**config.mk**
```make
export PLATFORM = sky130hd
export DESIGN_NAME = day10_stream_encoder
export DESIGN_NICKNAME = d
export VERILOG_FILES = /design/src/rtl/day10_stream_encoder.sv
export SDC_FILE = /design/constraint.sdc
export NUM_CORES = 2
export LEC_CHECK = 0
export CORE_MARGIN = 3
export CORE_UTILIZATION = 25
export DETAILED_ROUTE_END_ITERATION = 8
export GPL_ROUTABILITY_DRIVEN = 0
export PLACE_DENSITY_LB_ADDON = 0.15
export SETUP_SLACK_MARGIN = 0.15
export SKIP_LAST_GASP = 1
export SLEW_MARGIN = 0
export SYNTH_ARGS = -nofsm -noshare
export SYNTH_HDL_FRONTEND = slang
export SYNTH_SLANG_ARGS = --single-unit
```
**constraint.sdc**
```tcl
create_clock -name clk -period 15 [get_ports clk]
set_input_delay 4.5 -clock clk [delete_from_list [all_inputs] [get_ports clk]]
set_output_delay 4.5 -clock clk [all_outputs]
set_load 0.1 [all_outputs]
```
**src/rtl/day10_stream_encoder.sv**
```systemverilog
// Parses day-10 ASCII lines into header/row words for the GF(2) solver.
// Each valid line yields {rows,cols} then one word per light; EOF appends a zero terminator.
module day10_stream_encoder #(
   parameter int MAX_ROWS = 32,
   parameter int MAX_COLS = 31
) (
   input  logic        clk,
   input  logic        rst,
   input  logic        in_valid,
   output logic        in_ready,
   input  logic [7:0]  in_data,
   input  logic        in_last,
   output logic        out_valid,
   input  logic        out_ready,
   output logic [31:0] out_data,
   output logic        out_last,
   output logic        err,
   output logic        done
);
   localparam int RW = $clog2(MAX_ROWS + 2);
   localparam int CW = $clog2(MAX_COLS + 2);
   localparam int IW = (MAX_ROWS > 1) ? $clog2(MAX_ROWS) : 1;

   typedef enum logic [3:0] {
      S_LINE, S_LIGHTS, S_BTNS, S_NUM, S_SKIP, S_HDR, S_ROWS, S_TERM, S_DONE
   } state_t;

   state_t state, state_nxt, fail_state;

   logic [MAX_COLS-1:0] mat [MAX_ROWS];
   logic [MAX_ROWS-1:0] tgt;
   logic [RW-1:0]       rows, rows_nxt;
   logic [CW-1:0]       btn, btn_nxt;
   logic [7:0]          num, num_nxt, num_sat;
   logic [11:0]         num_calc;
   logic [IW-1:0]       r, r_nxt;
   logic                err_line, err_line_nxt, eof, eof_nxt;
   logic                take, xfer, start_line, set_light, commit, set_err;
   logic                is_digit, is_space, is_nl;
   logic [MAX_COLS-1:0] row_bits;
   logic                row_tgt;
   logic [31:0]         word_nxt;

   assign take     = in_valid && in_ready;
   assign xfer     = out_valid && out_ready;
   assign is_digit = (in_data >= "0") && (in_data <= "9");
   assign is_space = (in_data == " ") || (in_data == 8'h0d);
   assign is_nl    = (in_data == 8'h0a);
   assign num_calc = 12'(num) * 12'd10 + 12'(in_data - 8'h30);
   assign num_sat  = (num_calc > 12'd255) ? 8'hff : num_calc[7:0];
   // A bad '\n' already ends the line, so there is nothing left to skip.
   assign fail_state = is_nl ? S_LINE : S_SKIP;

   always_ff @(posedge clk) begin
      if (rst) begin
         state     <= S_LINE;
         rows      <= '0;
         btn       <= '0;
         num       <= '0;
         r         <= '0;
         err_line  <= 1'b0;
         eof       <= 1'b0;
         err       <= 1'b0;
         out_valid <= 1'b0;
         out_data  <= '0;
         out_last  <= 1'b0;
      end else begin
         state     <= state_nxt;
         rows      <= rows_nxt;
         btn       <= btn_nxt;
         num       <= num_nxt;
         r         <= r_nxt;
         err_line  <= err_line_nxt;
         eof       <= eof_nxt;
         if (set_err) err <= 1'b1;
         out_valid <= (state_nxt == S_HDR) || (state_nxt == S_ROWS) || (state_nxt == S_TERM);
         out_data  <= word_nxt;
         out_last  <= (state_nxt == S_TERM);
      end
   end

   always_comb begin
      state_nxt    = state;
      rows_nxt     = rows;
      btn_nxt      = btn;
      num_nxt      = num;
      r_nxt        = r;
      err_line_nxt = err_line;
      eof_nxt      = eof;
      start_line   = 1'b0;
      set_light    = 1'b0;
      commit       = 1'b0;
      set_err      = 1'b0;
      case (state)
         S_LINE: if (take && !is_space && !is_nl) begin
            if (in_data == "[") begin
               start_line   = 1'b1;
               rows_nxt     = '0;
               btn_nxt      = '0;
               err_line_nxt = 1'b0;
               state_nxt    = S_LIGHTS;
            end else begin
               set_err   = 1'b1;
               state_nxt = S_SKIP;
            end
         end
         S_LIGHTS: if (take) begin
            if (((in_data == ".") || (in_data == "#")) && (rows != RW'(MAX_ROWS))) begin
               set_light = 1'b1;
               rows_nxt  = rows + RW'(1);
            end else if ((in_data == "]") && (rows != '0)) begin
               state_nxt = S_BTNS;
            end else begin
               set_err   = 1'b1;
               state_nxt = fail_state;
            end
         end
         S_BTNS: if (take && !is_space) begin
            if ((in_data == "(") && (btn != CW'(MAX_COLS))) begin
               num_nxt   = '0;
               state_nxt = S_NUM;
            end else if (in_data == "{") begin
               state_nxt = S_SKIP;
            end else if (is_nl) begin
               state_nxt = S_HDR;
            end else begin
               set_err   = 1'b1;
               state_nxt = fail_state;
            end
         end
         S_NUM: if (take) begin
            if (is_digit) begin
               num_nxt = num_sat;
            end else if (((in_data == ",") || (in_data == ")")) && (16'(num) < 16'(rows))) begin
               commit  = 1'b1;
               num_nxt = '0;
               if (in_data == ")") begin
                  btn_nxt   = btn + CW'(1);
                  state_nxt = S_BTNS;
               end
            end else begin
               set_err   = 1'b1;
               state_nxt = fail_state;
            end
         end
         S_SKIP: if (take && is_nl) state_nxt = err_line ? S_LINE : S_HDR;
         S_HDR: if (xfer) begin
            r_nxt     = '0;
            state_nxt = S_ROWS;
         end
         S_ROWS: if (xfer) begin
            if (RW'(r) == rows - RW'(1)) state_nxt = eof ? S_TERM : S_LINE;
            else r_nxt = r + IW'(1);
         end
         S_TERM: if (xfer) state_nxt = S_DONE;
         default: ;
      endcase
      if (set_err) err_line_nxt = 1'b1;
      // The final byte behaves as if a '\n' followed it.
      if (take && in_last) begin
         eof_nxt = 1'b1;
         case (state_nxt)
            S_LINE:          state_nxt = S_TERM;
            S_LIGHTS, S_NUM: begin
               set_err      = 1'b1;
               err_line_nxt = 1'b1;
               state_nxt    = S_TERM;
            end
            S_BTNS:          state_nxt = S_HDR;
            S_SKIP:          state_nxt = err_line_nxt ? S_TERM : S_HDR;
            default: ;
         endcase
      end
   end

   always_comb begin
      in_ready = (state == S_LINE) || (state == S_LIGHTS) || (state == S_BTNS) ||
                 (state == S_NUM) || (state == S_SKIP);
      done     = (state == S_DONE);
   end

   // Output words are built from next-state values so they can be registered.
   always_comb begin
      row_bits = '0;
      row_tgt  = 1'b0;
      for (int i = 0; i < MAX_ROWS; i++) begin
         if (IW'(i) == r_nxt) begin
            row_bits = mat[i];
            row_tgt  = tgt[i];
         end
      end
      case (state_nxt)
         S_HDR:   word_nxt = {16'(rows_nxt), 16'(btn_nxt)};
         S_ROWS:  word_nxt = 32'(row_bits) | (32'(row_tgt) << btn_nxt);
         default: word_nxt = '0;
      endcase
   end

   always_ff @(posedge clk) begin
      if (rst || start_line) begin
         tgt <= '0;
         for (int i = 0; i < MAX_ROWS; i++) mat[i] <= '0;
      end else begin
         for (int i = 0; i < MAX_ROWS; i++) begin
            if (set_light && (RW'(i) == rows)) tgt[i] <= (in_data == "#");
            for (int j = 0; j < MAX_COLS; j++) begin
               if (commit && (16'(i) == 16'(num)) && (CW'(j) == btn)) mat[i][j] <= 1'b1;
            end
         end
      end
   end
endmodule

```
Word-level counts from Yosys, hierarchy flattened. Memory sizes are Yosys's and may differ from the RTL's. Index checks and enable logic that the tools add are counted.

Add/sub/neg operators: 6. Multipliers: 1. $lt $le $gt $ge: 4. Eq/ne operators: 156. Shift-type cells: 1. Mux-type cells: 4114. Bitwise gates (word level): 993. Reduce and logical (&&, ||, !) cells: 1090.

Operators with widths (number): $mux W1 (4032); $logic_and A1 B1 Y1 (1067); $mux W31 (32); $or A1 B1 Y1 (992); $eq A5 B6 Y1 const A (31); $eq A5 B8 Y1 const A (16); $eq A4 B6 Y1 const A (16); $eq A5 B5 Y1 const A (16); $eq A4 B8 Y1 const A (8); $pmux W32 S2 (1); $mux W6 (10); $mux W4 (14); $eq A3 B6 Y1 const A (8); $eq A8 B6 Y1 const B (6); $mux W8 (6); $eq A4 B5 Y1 const A (8); $eq A3 B8 Y1 const A (4); $eq A4 B3 Y1 const B (8); $or A31 B32 Y32 (1); $pmux W4 S8 (1); $shl A1 B6 Y32 (1); $eq A2 B6 Y1 const A (4); $eq A8 B7 Y1 const B (3); $mux W3 (8); other kinds (43) (72).

Bits in registers: 98. RAM bits: 992. Output and inout port bits: 37. Logic and storage cells: 6409. Memories: 1.

Memories: mat (words 32, bits a word 31, read ports 32, clocked after memory_dff 0, wr ports 32, line 30) `logic [MAX_COLS-1:0] mat [MAX_ROWS];`.

Depth between registers and ports, before layout.
Depth after elaboration: 41. Depth in mapped cells: 18. Mapped depth without buffers: 16.

Least setup slack after synthesis. Ideal clock, no wire load.

Path kind: in2reg. Start: in in_data[0]. End: mem mat[19][7] (netlist: mat[1][100]) (data pin). Library setup time: 1.599 ns. Data arrival time: 12.631 ns. Data required time: 13.401 ns. Setup slack: 0.769 ns. Stages on the path: 9. Cell sequence: clkbuf_1 > nor4_1 > a211oi_1 > and3_1 > nand3_1 > nand2b_1 > clkinv_1 > clkbuf_1 > clkbuf_1.

RTL lines: start, declared (line 11) `input logic [7:0] in_data,`; end, declared (line 30).

Worst setup path after layout.
Start: in out_ready. End: reg out_data[1].

Longest elaborated chain between the ends: 39. Elaborated cells on any way between the ends: 117. Classes of those cells: 37 x eq/ne; 1 x shift; 74 x mux; 1 x bitwise; 4 x reduce/logical.

Ends and longest elaborated chain: start, declared (line 14) `input logic out_ready,`; $logic_and A1 B1 Y1 (*) (line 45) `assign xfer = out_valid && out_ready;`; $mux W5 (on tied branches) (line 151, 147); $pmux W5 S2 (line 94) `case (state)`; $logic_not A5 Y1 (line 187) `if (IW'(i) == r_nxt) begin`; $mux W1 (32 in a row) (line 187); $shl A1 B6 Y32 (line 194) `S_ROWS: word_nxt = 32'(row_bits) | (32'(row_tgt) << btn_nxt);`; $or A31 B32 Y32 (line 194); $pmux W32 S2 (*) (line 192) `case (state_nxt)`; end signal, assigned (line 77) `out_data <= word_nxt;`; end, declared (line 15) `output logic [31:0] out_data,`.

Mark *: on every way between the ends. The rest lies on a longest branch, timed or not. A chain may end at the register's enable or synchronous reset.

==> results.sh <==
export IMPL_r2r_start="rows[0]"
export IMPL_cts_tree="built"
export IMPL_maxSlewViolCount=0
export IMPL_power_density_nw_per_um2=121
export IMPL_min_from="tgt[24]"
export IMPL_cp_end_kind="register"
export IMPL_num_io_pins=50
export IMPL_nNetsFinal=5056
export IMPL_vias=43000
export IMPL_path_clk_slew_ns=0.06
export IMPL_ctsRootBufferMaster="clkbuf_16"
export IMPL_dieArea_um2=197000
export IMPL_hold_depth=2
export IMPL_grt_pass1_wl_mm=331
export IMPL_clock_path_buffers=3
export IMPL_postCtsHoldBufs=0
export IMPL_synth_seq_cells=1090
export IMPL_drtPass1Iterations=6
export IMPL_cts_sinks=1090
export IMPL_r2r_end="out_data[1]"
export IMPL_yosysWarningCount=0
export IMPL_dieWidth_um=444
export IMPL_relSlewSlack_pct=6.89
export IMPL_post_place_cells=7375
export IMPL_drive_gt1_share_pct=9.13
export IMPL_grt_max_degree=244
export IMPL_vdd_drop_max_v=0.0000808
export IMPL_crit_path_start_kind="input pin"
export IMPL_synth_area_um2=48000
export IMPL_final_cell_count_no_fill=7621
export IMPL_hold_class="register to register"
export IMPL_clock_latency_ns=0.79
export IMPL_setup_worst_path_class="input pin to register"
export IMPL_worstMarginPinSlew_ns=1.40
export IMPL_ant_nets=0
export IMPL_synth_top_area_cell="edfxtp_1"
export IMPL_tns_ns=0
export IMPL_drt_first_iter_violations=5732
export IMPL_syn_nets=5203
export IMPL_ctsResizeCount=0
export IMPL_initial_core_util_pct=25.2
export IMPL_postCtsSetupBuffers=0
export IMPL_grt_remaining_overflow=0
export IMPL_numCtsBuffers=133
export IMPL_die_y_um=444
export IMPL_syn_area_per_cell_um2=9.33
export IMPL_fin_crit_sh_pct=67.4
export IMPL_gr_usage_all_layers_pct=23.6
export IMPL_worst_r2r_path_depth=17
export IMPL_hold_viol_final=0
export IMPL_outcome="finished clean"
export IMPL_final_core_util_pct=29.2
export IMPL_ys_seq_area_share_pct=55.1
export IMPL_synth_edf_count=465
export IMPL_clock_fmax_mhz=98.9
export IMPL_wl_per_cell_um=31.6
export IMPL_p_leak_nw=18.6
export IMPL_skew_ns=0.0286
export IMPL_syn_inst=5147
export IMPL_setup_viol=0
export IMPL_synthTopCellsByArea="edfxtp_1, dfxtp_1, a21oi_1"
export IMPL_io_buffers=49
export IMPL_antenna_found_initial=13
export IMPL_viasPerCell=5.64
export IMPL_routed_wl_mm=241
export IMPL_grt_pass1_vias=39700
export IMPL_yosysTopAreaCellShare_pct=29.1
export IMPL_cp_required_ns=15.65
export IMPL_synth_flop_cell="dfxtp_1"
export IMPL_path_max_fanout=32
export IMPL_rows=160
export IMPL_rsz0062_at_grt="false"
export IMPL_hpwlAfterDp_mm=150
export IMPL_r2r_slack_ns=7.95
export IMPL_period_minus_slack_ns=10.12
export IMPL_cts_max_level=4
export IMPL_crit_arrival_ns=10.77
export IMPL_coreArea_um2=191000
export IMPL_synthArstFlopShare_pct=0
export IMPL_drv_cap=0
export IMPL_drc=0
export IMPL_whs_endpoint="tgt[24]"
export IMPL_yosysUniqueCellTypes=105
export IMPL_area_growth_synth_to_final_pct=15.8
registers in the layout (all words and copies together), names as in the netlist, 4 cells and up:
signal	cells
tgt	32
btn	6
rows	6
mat	992
num	8
out_data	32
r	5
state	4
worst max-delay path, stage by stage:
cell	delay [ns]
clkdlybuf4s50_1	0.56
nand4b_1	0.17
nor2_2	0.43
a31oi_2	0.23
o211a_1	0.27
nor2_4	0.63
buf_4	0.58
buf_4	0.68
nor3_2	0.10
buf_4	0.37
a22o_1	0.34
a221oi_1	0.82
and4_1	0.30
a31oi_1	0.24
o221ai_1	0.35
o211ai_1	0.13
cells in the final DEF, fill, tap and decap left out, types with 28 or more instances in the layout:
| cell type | n |
|---|---|
| a221oi_1 | 63 |
| ha_1 | 41 |
| a22o_1 | 30 |
| clkdlybuf4s50_1 | 49 |
| o21ai_0 | 584 |
| buf_4 | 148 |
| a21oi_1 | 704 |
| mux2i_1 | 55 |
| a22oi_1 | 106 |
| nand3_1 | 121 |
| and3_1 | 29 |
| nor3_1 | 59 |
| nand2_1 | 352 |
| clkbuf_1 | 35 |
| a31oi_1 | 32 |
| and2_1 | 29 |
| nand4_1 | 32 |
| clkbuf_16 | 136 |
| inv_1 | 34 |
| edfxtp_1 | 465 |
| nor2_1 | 737 |
| a222oi_1 | 28 |
| o221ai_1 | 37 |
| dfxtp_1 | 625 |
cell type report:
class / count / area, um^2
sequential: 1090 / 26500
multi-input combinational: 3539 / 19900
inverter: 35 / 139
clock inverter: 56 / 559
tap: 2511 / 3140
timing repair buffer: 201 / 1670
fill: 20100 / 135000
clock buffer: 184 / 3710
antenna: 5 / 12.5
Yosys cell counts (all sizes together) (13+ instances only):
cell     instances
or3             13
a22o            30
mux2i           56
a21oi          706
nor2           768
buf             87
a221o           22
and3            29
and2            29
a31oi           33
nand4           32
nor3            80
or2             13
ha              41
nand2          354
inv             34
nand3          125
xnor2           19
dfxtp          625
o2bb2ai         16
a22oi          106
nand2b          13
a221oi          64
o21ai          595
edfxtp         465
a222oi          28
nor2b           18
o22ai           27
a211oi          30
a21o            13
clkbuf         396
nor4            22
o211ai          26
a2111oi         13
o221ai          38
cell families after synthesis:
logic type / after synthesis / share of synthesized area, %
buffers and inverters: 518 / 4.29
DFF: 1090 / 55.1
xor gates and xnor gates: 26 / 0.490
adders and majority gates: 43 / 1.15
muxes: 63 / 1.35
AOI/OAI and AO/OA: 1876 / 23.7
and+or+nand+nor: 1531 / 13.9
stage by stage:
stage               power (mW)  cell area, um^2  hold slack (ns)  setup WS (ns)
finish                    6.74            55600            0.462           4.88
global route              6.94            55600            0.474           4.84
CTS                       6.79            55600            0.461           5.11
detailed placement        3.57            51300            0.450           4.29
global placement          3.57            51300            0.441           4.28
floorplan                 3.48            48000            0.429          0.769
how the worst max path moves through the flow:
stage / from / end / slack [ns] / cells past startpoint
final: out_ready / out_data[1] / 4.88 / 16
after detailed placement: out_ready / out_data[25] / 4.29 / 16
after CTS: out_ready / out_data[25] / 5.11 / 16
after global placement: out_ready / out_data[25] / 4.28 / 16
after global routing: out_ready / out_data[1] / 4.84 / 16
after floorplan: in_data[0] / mat[1][100] / 0.77 / 9
report_power, final:
part           internal [mW]  leakage [nW]  switching, mW
Clock                   1.83          2.09           1.40
Sequential              3.21          9.58         0.0428
Combinational         0.0618          6.96          0.197
metal layers:
metal	global-route usage (%)	vias up	routed length, um
met2	35.9	2156	105000
met1	32.6	21800	104000
met3	4.66	420	20300
met4	10.2	4	11000
li1	-	18600	-
met5	0	-	27
Power figures use the tool's default switching activity.
